File: src/rtl/mips_test_pkg.sv
// Shared types and default sizing for the MIPS32 self-checking test sequencer.
package mips_test_pkg;

  localparam int unsigned DEF_DATA_W         = 32;
  localparam int unsigned DEF_ADDR_W         = 10;
  localparam int unsigned DEF_TIMEOUT_W      = 16;
  localparam int unsigned DEF_TIMEOUT_CYCLES = 1000;
  localparam int unsigned DEF_CNT_W          = 8;

  // Opcode field of the core's HLT instruction (bits 31:26)
  localparam logic [5:0] HLT_OPCODE = 6'h3f;

  typedef enum logic [2:0] {
    ST_IDLE,
    ST_LOAD,
    ST_RUN,
    ST_CHECK_RD,
    ST_CHECK_CMP,
    ST_DONE
  } state_e;

endpackage

File: src/rtl/mips_test_checker.sv
// Read-back comparator: compares memory data against the latched expectation one
// cycle after the read strobe; keeps a saturating miss count and first-miss address.
module mips_test_checker
  import mips_test_pkg::*;
#(
  parameter int unsigned DATA_W = DEF_DATA_W,
  parameter int unsigned ADDR_W = DEF_ADDR_W,
  parameter int unsigned CNT_W  = DEF_CNT_W
) (
  input  logic              clk,
  input  logic              rst_n,
  input  logic              clear,
  input  logic              chk_acc,
  input  logic [ADDR_W-1:0] chk_addr,
  input  logic [DATA_W-1:0] chk_expect,
  input  logic              rd_issue,
  input  logic [DATA_W-1:0] mem_rdata,
  output logic              cmp_valid_c,
  output logic              any_fail_c,
  output logic [CNT_W-1:0]  fail_count,
  output logic [ADDR_W-1:0] first_fail_addr
);

  logic [DATA_W-1:0] exp_q;
  logic [ADDR_W-1:0] addr_q;
  logic              cmp_q;
  logic              mismatch_c;

  assign cmp_valid_c = cmp_q;
  assign mismatch_c  = cmp_q && (mem_rdata != exp_q);
  assign any_fail_c  = (fail_count != '0) || mismatch_c;

  // Entry latch and read-data alignment; the next entry can only be accepted in the compare cycle
  always_ff @(posedge clk or negedge rst_n) begin
    if (!rst_n) begin
      exp_q  <= '0;
      addr_q <= '0;
      cmp_q  <= 1'b0;
    end else begin
      cmp_q <= rd_issue;
      if (chk_acc) begin
        exp_q  <= chk_expect;
        addr_q <= chk_addr;
      end
    end
  end

  always_ff @(posedge clk or negedge rst_n) begin
    if (!rst_n) begin
      fail_count      <= '0;
      first_fail_addr <= '0;
    end else if (clear) begin
      fail_count      <= '0;
      first_fail_addr <= '0;
    end else if (mismatch_c) begin
      if (fail_count != {CNT_W{1'b1}}) fail_count <= fail_count + CNT_W'(1);
      if (fail_count == '0)            first_fail_addr <= addr_q;
    end
  end

endmodule

File: src/rtl/mips_test_sequencer.sv
// Self-checking test controller: load core memory, run core until HLT or timeout,
// read back and compare results. Optional RUN cycle counter under CYCLE_COUNT_EN.
module mips_test_sequencer
  import mips_test_pkg::*;
#(
  parameter int unsigned DATA_W         = DEF_DATA_W,
  parameter int unsigned ADDR_W         = DEF_ADDR_W,
  parameter int unsigned TIMEOUT_W      = DEF_TIMEOUT_W,
  parameter int unsigned TIMEOUT_CYCLES = DEF_TIMEOUT_CYCLES,
  parameter int unsigned CNT_W          = DEF_CNT_W
) (
  input  logic                 clk,
  input  logic                 rst_n,
  input  logic                 start,
  input  logic                 ld_valid,
  output logic                 ld_ready,
  input  logic [ADDR_W-1:0]    ld_addr,
  input  logic [DATA_W-1:0]    ld_data,
  input  logic                 ld_last,
  input  logic                 chk_valid,
  output logic                 chk_ready,
  input  logic [ADDR_W-1:0]    chk_addr,
  input  logic [DATA_W-1:0]    chk_expect,
  input  logic                 chk_last,
  output logic                 mem_we,
  output logic [ADDR_W-1:0]    mem_addr,
  output logic [DATA_W-1:0]    mem_wdata,
  output logic                 mem_re,
  input  logic [DATA_W-1:0]    mem_rdata,
  output logic                 core_hold,
  input  logic                 core_halted,
  output logic                 busy,
  output logic                 done,
  output logic                 pass,
  output logic                 timeout,
`ifdef CYCLE_COUNT_EN
  output logic [TIMEOUT_W-1:0] run_cycles,
`endif
  output logic [CNT_W-1:0]     fail_count,
  output logic [ADDR_W-1:0]    first_fail_addr
);

  state_e                state_q, state_d;
  logic [TIMEOUT_W-1:0]  timer_q, timer_d;
  logic                  last_q, last_d;
  logic                  ld_ready_d, chk_ready_d, mem_we_d, mem_re_d, core_hold_d;
  logic                  busy_d, done_d, pass_d, timeout_d;
  logic [ADDR_W-1:0]     mem_addr_d;
  logic [DATA_W-1:0]     mem_wdata_d;
  logic                  clear_c, ld_acc_c, chk_acc_c, cmp_valid_c, any_fail_c;

  assign ld_acc_c  = (state_q == ST_LOAD) && ld_valid && ld_ready;
  assign chk_acc_c = (state_q == ST_CHECK_RD) && chk_valid && chk_ready;

  // Next-state and next-output logic; every output is registered below
  always_comb begin
    state_d     = state_q;
    timer_d     = timer_q;
    last_d      = last_q;
    ld_ready_d  = 1'b0;
    chk_ready_d = 1'b0;
    mem_we_d    = 1'b0;
    mem_re_d    = 1'b0;
    mem_addr_d  = mem_addr;
    mem_wdata_d = mem_wdata;
    core_hold_d = 1'b1;
    done_d      = done;
    pass_d      = pass;
    timeout_d   = timeout;
    clear_c     = 1'b0;
    unique case (state_q)
      ST_IDLE, ST_DONE: begin
        if (start) begin
          state_d    = ST_LOAD;
          done_d     = 1'b0;
          pass_d     = 1'b0;
          timeout_d  = 1'b0;
          clear_c    = 1'b1;
          ld_ready_d = 1'b1;
        end
      end
      ST_LOAD: begin
        ld_ready_d = 1'b1;
        if (ld_acc_c) begin
          mem_we_d    = 1'b1;
          mem_addr_d  = ld_addr;
          mem_wdata_d = ld_data;
          // Core is released in the same cycle the final write is issued
          if (ld_last) begin
            state_d     = ST_RUN;
            ld_ready_d  = 1'b0;
            timer_d     = '0;
            core_hold_d = 1'b0;
          end
        end
      end
      ST_RUN: begin
        core_hold_d = 1'b0;
        timer_d     = timer_q + TIMEOUT_W'(1);
        if (core_halted) begin
          state_d     = ST_CHECK_RD;
          core_hold_d = 1'b1;
          chk_ready_d = 1'b1;
        end else if (timer_q == TIMEOUT_W'(TIMEOUT_CYCLES - 1)) begin
          state_d     = ST_CHECK_RD;
          core_hold_d = 1'b1;
          chk_ready_d = 1'b1;
          timeout_d   = 1'b1;
        end
      end
      ST_CHECK_RD: begin
        chk_ready_d = 1'b1;
        if (chk_acc_c) begin
          state_d     = ST_CHECK_CMP;
          chk_ready_d = 1'b0;
          mem_re_d    = 1'b1;
          mem_addr_d  = chk_addr;
          last_d      = chk_last;
        end
      end
      ST_CHECK_CMP: begin
        // Non-final compares overlap the next read; the final one is awaited before DONE
        if (!last_q) begin
          state_d     = ST_CHECK_RD;
          chk_ready_d = 1'b1;
        end else if (cmp_valid_c) begin
          state_d = ST_DONE;
          done_d  = 1'b1;
          pass_d  = !any_fail_c && !timeout;
        end
      end
      default: state_d = ST_IDLE;
    endcase
    busy_d = (state_d != ST_IDLE) && (state_d != ST_DONE);
  end

  always_ff @(posedge clk or negedge rst_n) begin
    if (!rst_n) begin
      state_q   <= ST_IDLE;
      timer_q   <= '0;
      last_q    <= 1'b0;
      ld_ready  <= 1'b0;
      chk_ready <= 1'b0;
      mem_we    <= 1'b0;
      mem_re    <= 1'b0;
      mem_addr  <= '0;
      mem_wdata <= '0;
      core_hold <= 1'b1;
      busy      <= 1'b0;
      done      <= 1'b0;
      pass      <= 1'b0;
      timeout   <= 1'b0;
    end else begin
      state_q   <= state_d;
      timer_q   <= timer_d;
      last_q    <= last_d;
      ld_ready  <= ld_ready_d;
      chk_ready <= chk_ready_d;
      mem_we    <= mem_we_d;
      mem_re    <= mem_re_d;
      mem_addr  <= mem_addr_d;
      mem_wdata <= mem_wdata_d;
      core_hold <= core_hold_d;
      busy      <= busy_d;
      done      <= done_d;
      pass      <= pass_d;
      timeout   <= timeout_d;
    end
  end

`ifdef CYCLE_COUNT_EN
  logic run_exit_c;
  assign run_exit_c = (state_q == ST_RUN) && (state_d != ST_RUN);

  // Number of RUN cycles, captured on leaving RUN
  always_ff @(posedge clk or negedge rst_n) begin
    if (!rst_n)          run_cycles <= '0;
    else if (clear_c)    run_cycles <= '0;
    else if (run_exit_c) run_cycles <= timer_q + TIMEOUT_W'(1);
  end
`endif

  mips_test_checker #(
    .DATA_W (DATA_W),
    .ADDR_W (ADDR_W),
    .CNT_W  (CNT_W)
  ) u_checker (
    .clk             (clk),
    .rst_n           (rst_n),
    .clear           (clear_c),
    .chk_acc         (chk_acc_c),
    .chk_addr        (chk_addr),
    .chk_expect      (chk_expect),
    .rd_issue        (mem_re),
    .mem_rdata       (mem_rdata),
    .cmp_valid_c     (cmp_valid_c),
    .any_fail_c      (any_fail_c),
    .fail_count      (fail_count),
    .first_fail_addr (first_fail_addr)
  );

endmodule

File: config.mk
export PLATFORM = sky130hd
export DESIGN_NAME = mips_test_sequencer
export DESIGN_NICKNAME = d
export VERILOG_FILES = /design/src/rtl/mips_test_pkg.sv /design/src/rtl/mips_test_checker.sv /design/src/rtl/mips_test_sequencer.sv
export SDC_FILE = /design/constraint.sdc
export NUM_CORES = 1
export LEC_CHECK = 0
export BUFFER_PORTS_ARGS = -buffer_cell sky130_fd_sc_hd__buf_2
export CORE_MARGIN = 2
export CORE_UTILIZATION = 34
export DETAILED_ROUTE_END_ITERATION = 12
export GPL_TIMING_DRIVEN = 0
export PLACE_DENSITY = 0.68
export SYNTH_ARGS = -nofsm -noshare
export SYNTH_HDL_FRONTEND = slang
export SYNTH_SLANG_ARGS = --single-unit
File: constraint.sdc
create_clock -name clk -period 1.8 [get_ports clk]
set_clock_uncertainty 0.05 [all_clocks]
set_input_delay 0.36 -clock clk [delete_from_list [all_inputs] [get_ports clk]]
set_output_delay 0.36 -clock clk [all_outputs]
set_load 0.02 [all_outputs]
==> flow_metrics.env <==
export IMPL_clk_pin_slew_worst_paths_ns=0.06
export IMPL_avgRoutedWirePerCell_um=15.7
export IMPL_p_total_uw=13000
export IMPL_grtUsageTotal=0.166
export IMPL_netlist_area_um2=6000
export IMPL_slew_headroom=0.516
export IMPL_dieWidth_um=137
export IMPL_synthToLayoutAreaGrowth_pct=38.1
export IMPL_avgSynthCellArea_um2=12.3
export IMPL_finalWirelength_mm=15.0
export IMPL_yosysWarnings=0
export IMPL_clock_latency_ns=0.42
export IMPL_fin_area_um2=8280
export IMPL_fp_dieH_um=137
export IMPL_antenna_found_initial=0
export IMPL_yosysTopAreaCellShare=0.546
export IMPL_path_class="reg -> reg"
export IMPL_ys_types=53
export IMPL_synth_top_area_cell="dfrtp_1"
export IMPL_cts_buffers_inserted=17
export IMPL_p_leak_uw=0.00397
export IMPL_post_route_min_period_ns=1.85
export IMPL_failed_checks="negative setup slack"
export IMPL_fillers=1590
export IMPL_cts_max_level=4
export IMPL_cpPeakStageDelay_ns=0.42
export IMPL_gp_congestion=0.761
export IMPL_cts_tree="built"
export IMPL_fin_nets=846
export IMPL_worstMarginPinSlew_ns=0.725
export IMPL_cp_arrival_ns=2.10
export IMPL_rsz0062_at_grt="yes"
export IMPL_hpwl_mm=10.6
export IMPL_post_dp_cell_area_um2=7280
export IMPL_ys_ff_latch=132
export IMPL_fmax_mhz=539
export IMPL_crit_chain="xnor2_1, nand4_1, nor4_4, and2_4, nor3b_4, buf_6, mux2i_1"
export IMPL_hp_class="in -> reg"
export IMPL_synth_edf_count=0
export IMPL_pre_cts_slack_ns=-0.531
export IMPL_num_vias=4519
export IMPL_grt_pass1_vias=4659
export IMPL_status="complete, but fails checks"
export IMPL_overflow=0
export IMPL_crit_path_start_kind="register"
export IMPL_stdcell_count=957
export IMPL_port_buffers=192
export IMPL_grt_max_degree=79
export IMPL_endpoint_kind="register"
export IMPL_viasPerCell=4.72
export IMPL_clockBufferDepth=2
export IMPL_timing_final_ws_setup_ns=-0.0545
export IMPL_finalSetupViolations=18
export IMPL_synth_area_leaders="dfrtp_1 (55%), mux2_2 (14%), xnor2_1 (4.8%)"
export IMPL_rows=48
export IMPL_required_ns=2.05
export IMPL_ys_seq_area_frac=0.551
export IMPL_coreArea_um2=17300
export IMPL_ant_nets=0
export IMPL_crit_fanout=5
export IMPL_power_density_nw_per_um2=1570
export IMPL_cp_slowest_cell="nor4_4"
export IMPL_slew_viol_final=0
export IMPL_drive_gt1_frac=0.516
export IMPL_synthCells=489
export IMPL_drc_errors=0
export IMPL_max_cap_viol_count=0
export IMPL_start_util=0.347
export IMPL_insertedDiodeCount=0
export IMPL_drt_initial_drc_count=159
export IMPL_clock_sinks=132
export IMPL_finalHoldViolCount=0
export IMPL_synth_nets=616
export IMPL_multi_input_area_um2=2690
export IMPL_ir_drop_uv=793
export IMPL_dp_cells=907
export IMPL_synthArstFlopShare=1.00
export IMPL_grt_pass1_wl_mm=23.6
export IMPL_pin_count=193
export IMPL_cts_root_buf="clkbuf_16"
export IMPL_synth_flop_cell="dfrtp_1"
export IMPL_first_pass_iters=4
export IMPL_regArea_um2=3310
export IMPL_fp_dieArea_um2=18700
export IMPL_timing_final_crit_share=1.03
path summary, 6_finish.rpt:
check	from	end	slack [ns]	cells past startpoint
max	u_checker.exp_q[25]$_DFFE_PN0P_	u_checker.first_fail_addr[7]$_DFFE_PN0P_	-0.05	7
min	ld_data[27]	mem_wdata[27]$_DFFE_PN0P_	0.12	2
max reg2reg	u_checker.exp_q[25]$_DFFE_PN0P_	u_checker.first_fail_addr[7]$_DFFE_PN0P_	-0.05	7
min reg2reg	mem_re$_DFF_PN0_	u_checker.cmp_valid_c$_DFF_PN0_	0.33	0
max in group asynchronous	rst_n	u_checker.addr_q[5]$_DFFE_PN0P_	0.44	3
min in group asynchronous	rst_n	mem_wdata[20]$_DFFE_PN0P_	0.53	2
layout by cell type (no fill, tap or decap), types with 3 or more instances in the layout:
| master | synthesis | layout |
|---|---|---|
| and3_1 | 7 | 7 |
| a21oi_1 | 14 | 13 |
| nand2_1 | 43 | 43 |
| bufinv_16 | 0 | 4 |
| xor2_1 | 12 | 12 |
| nand4_1 | 16 | 16 |
| ha_1 | 3 | 3 |
| dfrtp_1 | 131 | 129 |
| buf_6 | 4 | 12 |
| clkbuf_16 | 0 | 17 |
| buf_4 | 0 | 20 |
| inv_6 | 0 | 4 |
| nand2b_1 | 8 | 8 |
| nor3b_1 | 4 | 3 |
| nor3_1 | 4 | 3 |
| buf_2 | 15 | 194 |
| xnor2_1 | 33 | 33 |
| mux2i_1 | 25 | 25 |
| o21ai_0 | 5 | 4 |
| mux2_2 | 75 | 75 |
| nand3_1 | 14 | 9 |
| or2_4 | 2 | 3 |
| clkinv_2 | 0 | 3 |
| nand3_2 | 2 | 6 |
| nor2_1 | 26 | 23 |
| nor2_2 | 3 | 5 |
| inv_1 | 3 | 3 |
Yosys cell counts (all sizes together), types with 2 or more instances:
cell	count
nand3	16
xnor2	33
mux2	75
a211oi	2
nand4	16
a21oi	15
ha	3
and4	2
buf	19
nand2	43
and3	7
mux2i	25
nor3	4
and2	3
or2	4
nor2	29
nor4	3
xor2	12
clkbuf	4
nor3b	4
dfrtp	131
o31ai	2
o21ai	7
inv	3
nand2b	9
critical path: cells and delay by family (launching register included):
kind          cells  cell delay, ns
simple gates      4            0.87
flops             1            0.39
xor+xnor          1            0.16
buf+inv           1            0.14
mux               1            0.11
area by class of cell:
class	count	area share
buffer	21	0.0231
clock buffer	17	0.0514
clock inverter	15	0.0245
inverter	3	0.00136
multi-input combinational	331	0.325
sequential	132	0.399
tap	225	0.0340
timing repair buffer	213	0.141
state kept, by name (all words and copies together) (netlist names):
name / count
mem_wdata: 32
u_checker.exp_q: 32
timer_q: 16
mem_addr: 10
u_checker.addr_q: 10
u_checker.first_fail_addr: 10
u_checker.fail_count: 8
state_q: 3
busy: 1
chk_ready: 1
core_hold: 1
done: 1
last_q: 1
ld_ready: 1
mem_re: 1
mem_we: 1
pass: 1
timeout: 1
u_checker.cmp_valid_c: 1
report_power, final:
group / switching (µW) / leakage [µW] / total [µW] / internal [µW]
Combinational: 2360 / 0.00200 / 4560 / 2200
Sequential: 689 / 0.00167 / 4780 / 4090
Clock: 1370 / 0.000304 / 3700 / 2330
Total: 4420 / 0.00397 / 13000 / 8620
per-stage QoR:
| step | util | hold WS (ns) | TNS [ns] |
|---|---|---|---|
| after floorplan | - | 0.0144 | 0 |
| after global placement | 0.419 | 0.304 | -243.08 |
| after detailed placement | 0.421 | 0.315 | -36.19 |
| after CTS | 0.473 | 0.0988 | -0.803 |
| after global routing | 0.479 | 0.0989 | -3.44 |
| final | 0.479 | 0.118 | -0.694 |
what timing repair did:
action,CTS,global route
endpoints found under the hold margin,76,0
hold buffers,1,0
cloned,2,0
endpoints found under the setup margin,109,108
buffers inserted,11,6
pin swaps,12,19
gates resized for setup,48,20
cells by family (layout without fill, tap and decap cells):
family	Yosys count	after routing	share of synthesized area
AO/OA/AOI/OAI	34	34	0.0396
XOR/XNOR	45	45	0.0657
adder cells (fa/ha/maj)	3	3	0.00626
buffers and inverters	26	269	0.0244
flip-flops	132	132	0.551
multiplexers	100	100	0.182
AND/OR/NAND/NOR	149	149	0.131
per-layer routing:
metal / wire, µm / vias up / GRT usage
met5: 0 / - / 0
met4: 208 / 0 / 0.0624
met3: 794 / 15 / 0.0470
met2: 7380 / 126 / 0.266
met1: 6610 / 2212 / 0.215
li1: - / 2166 / -
(Power assumes the default switching activity.)
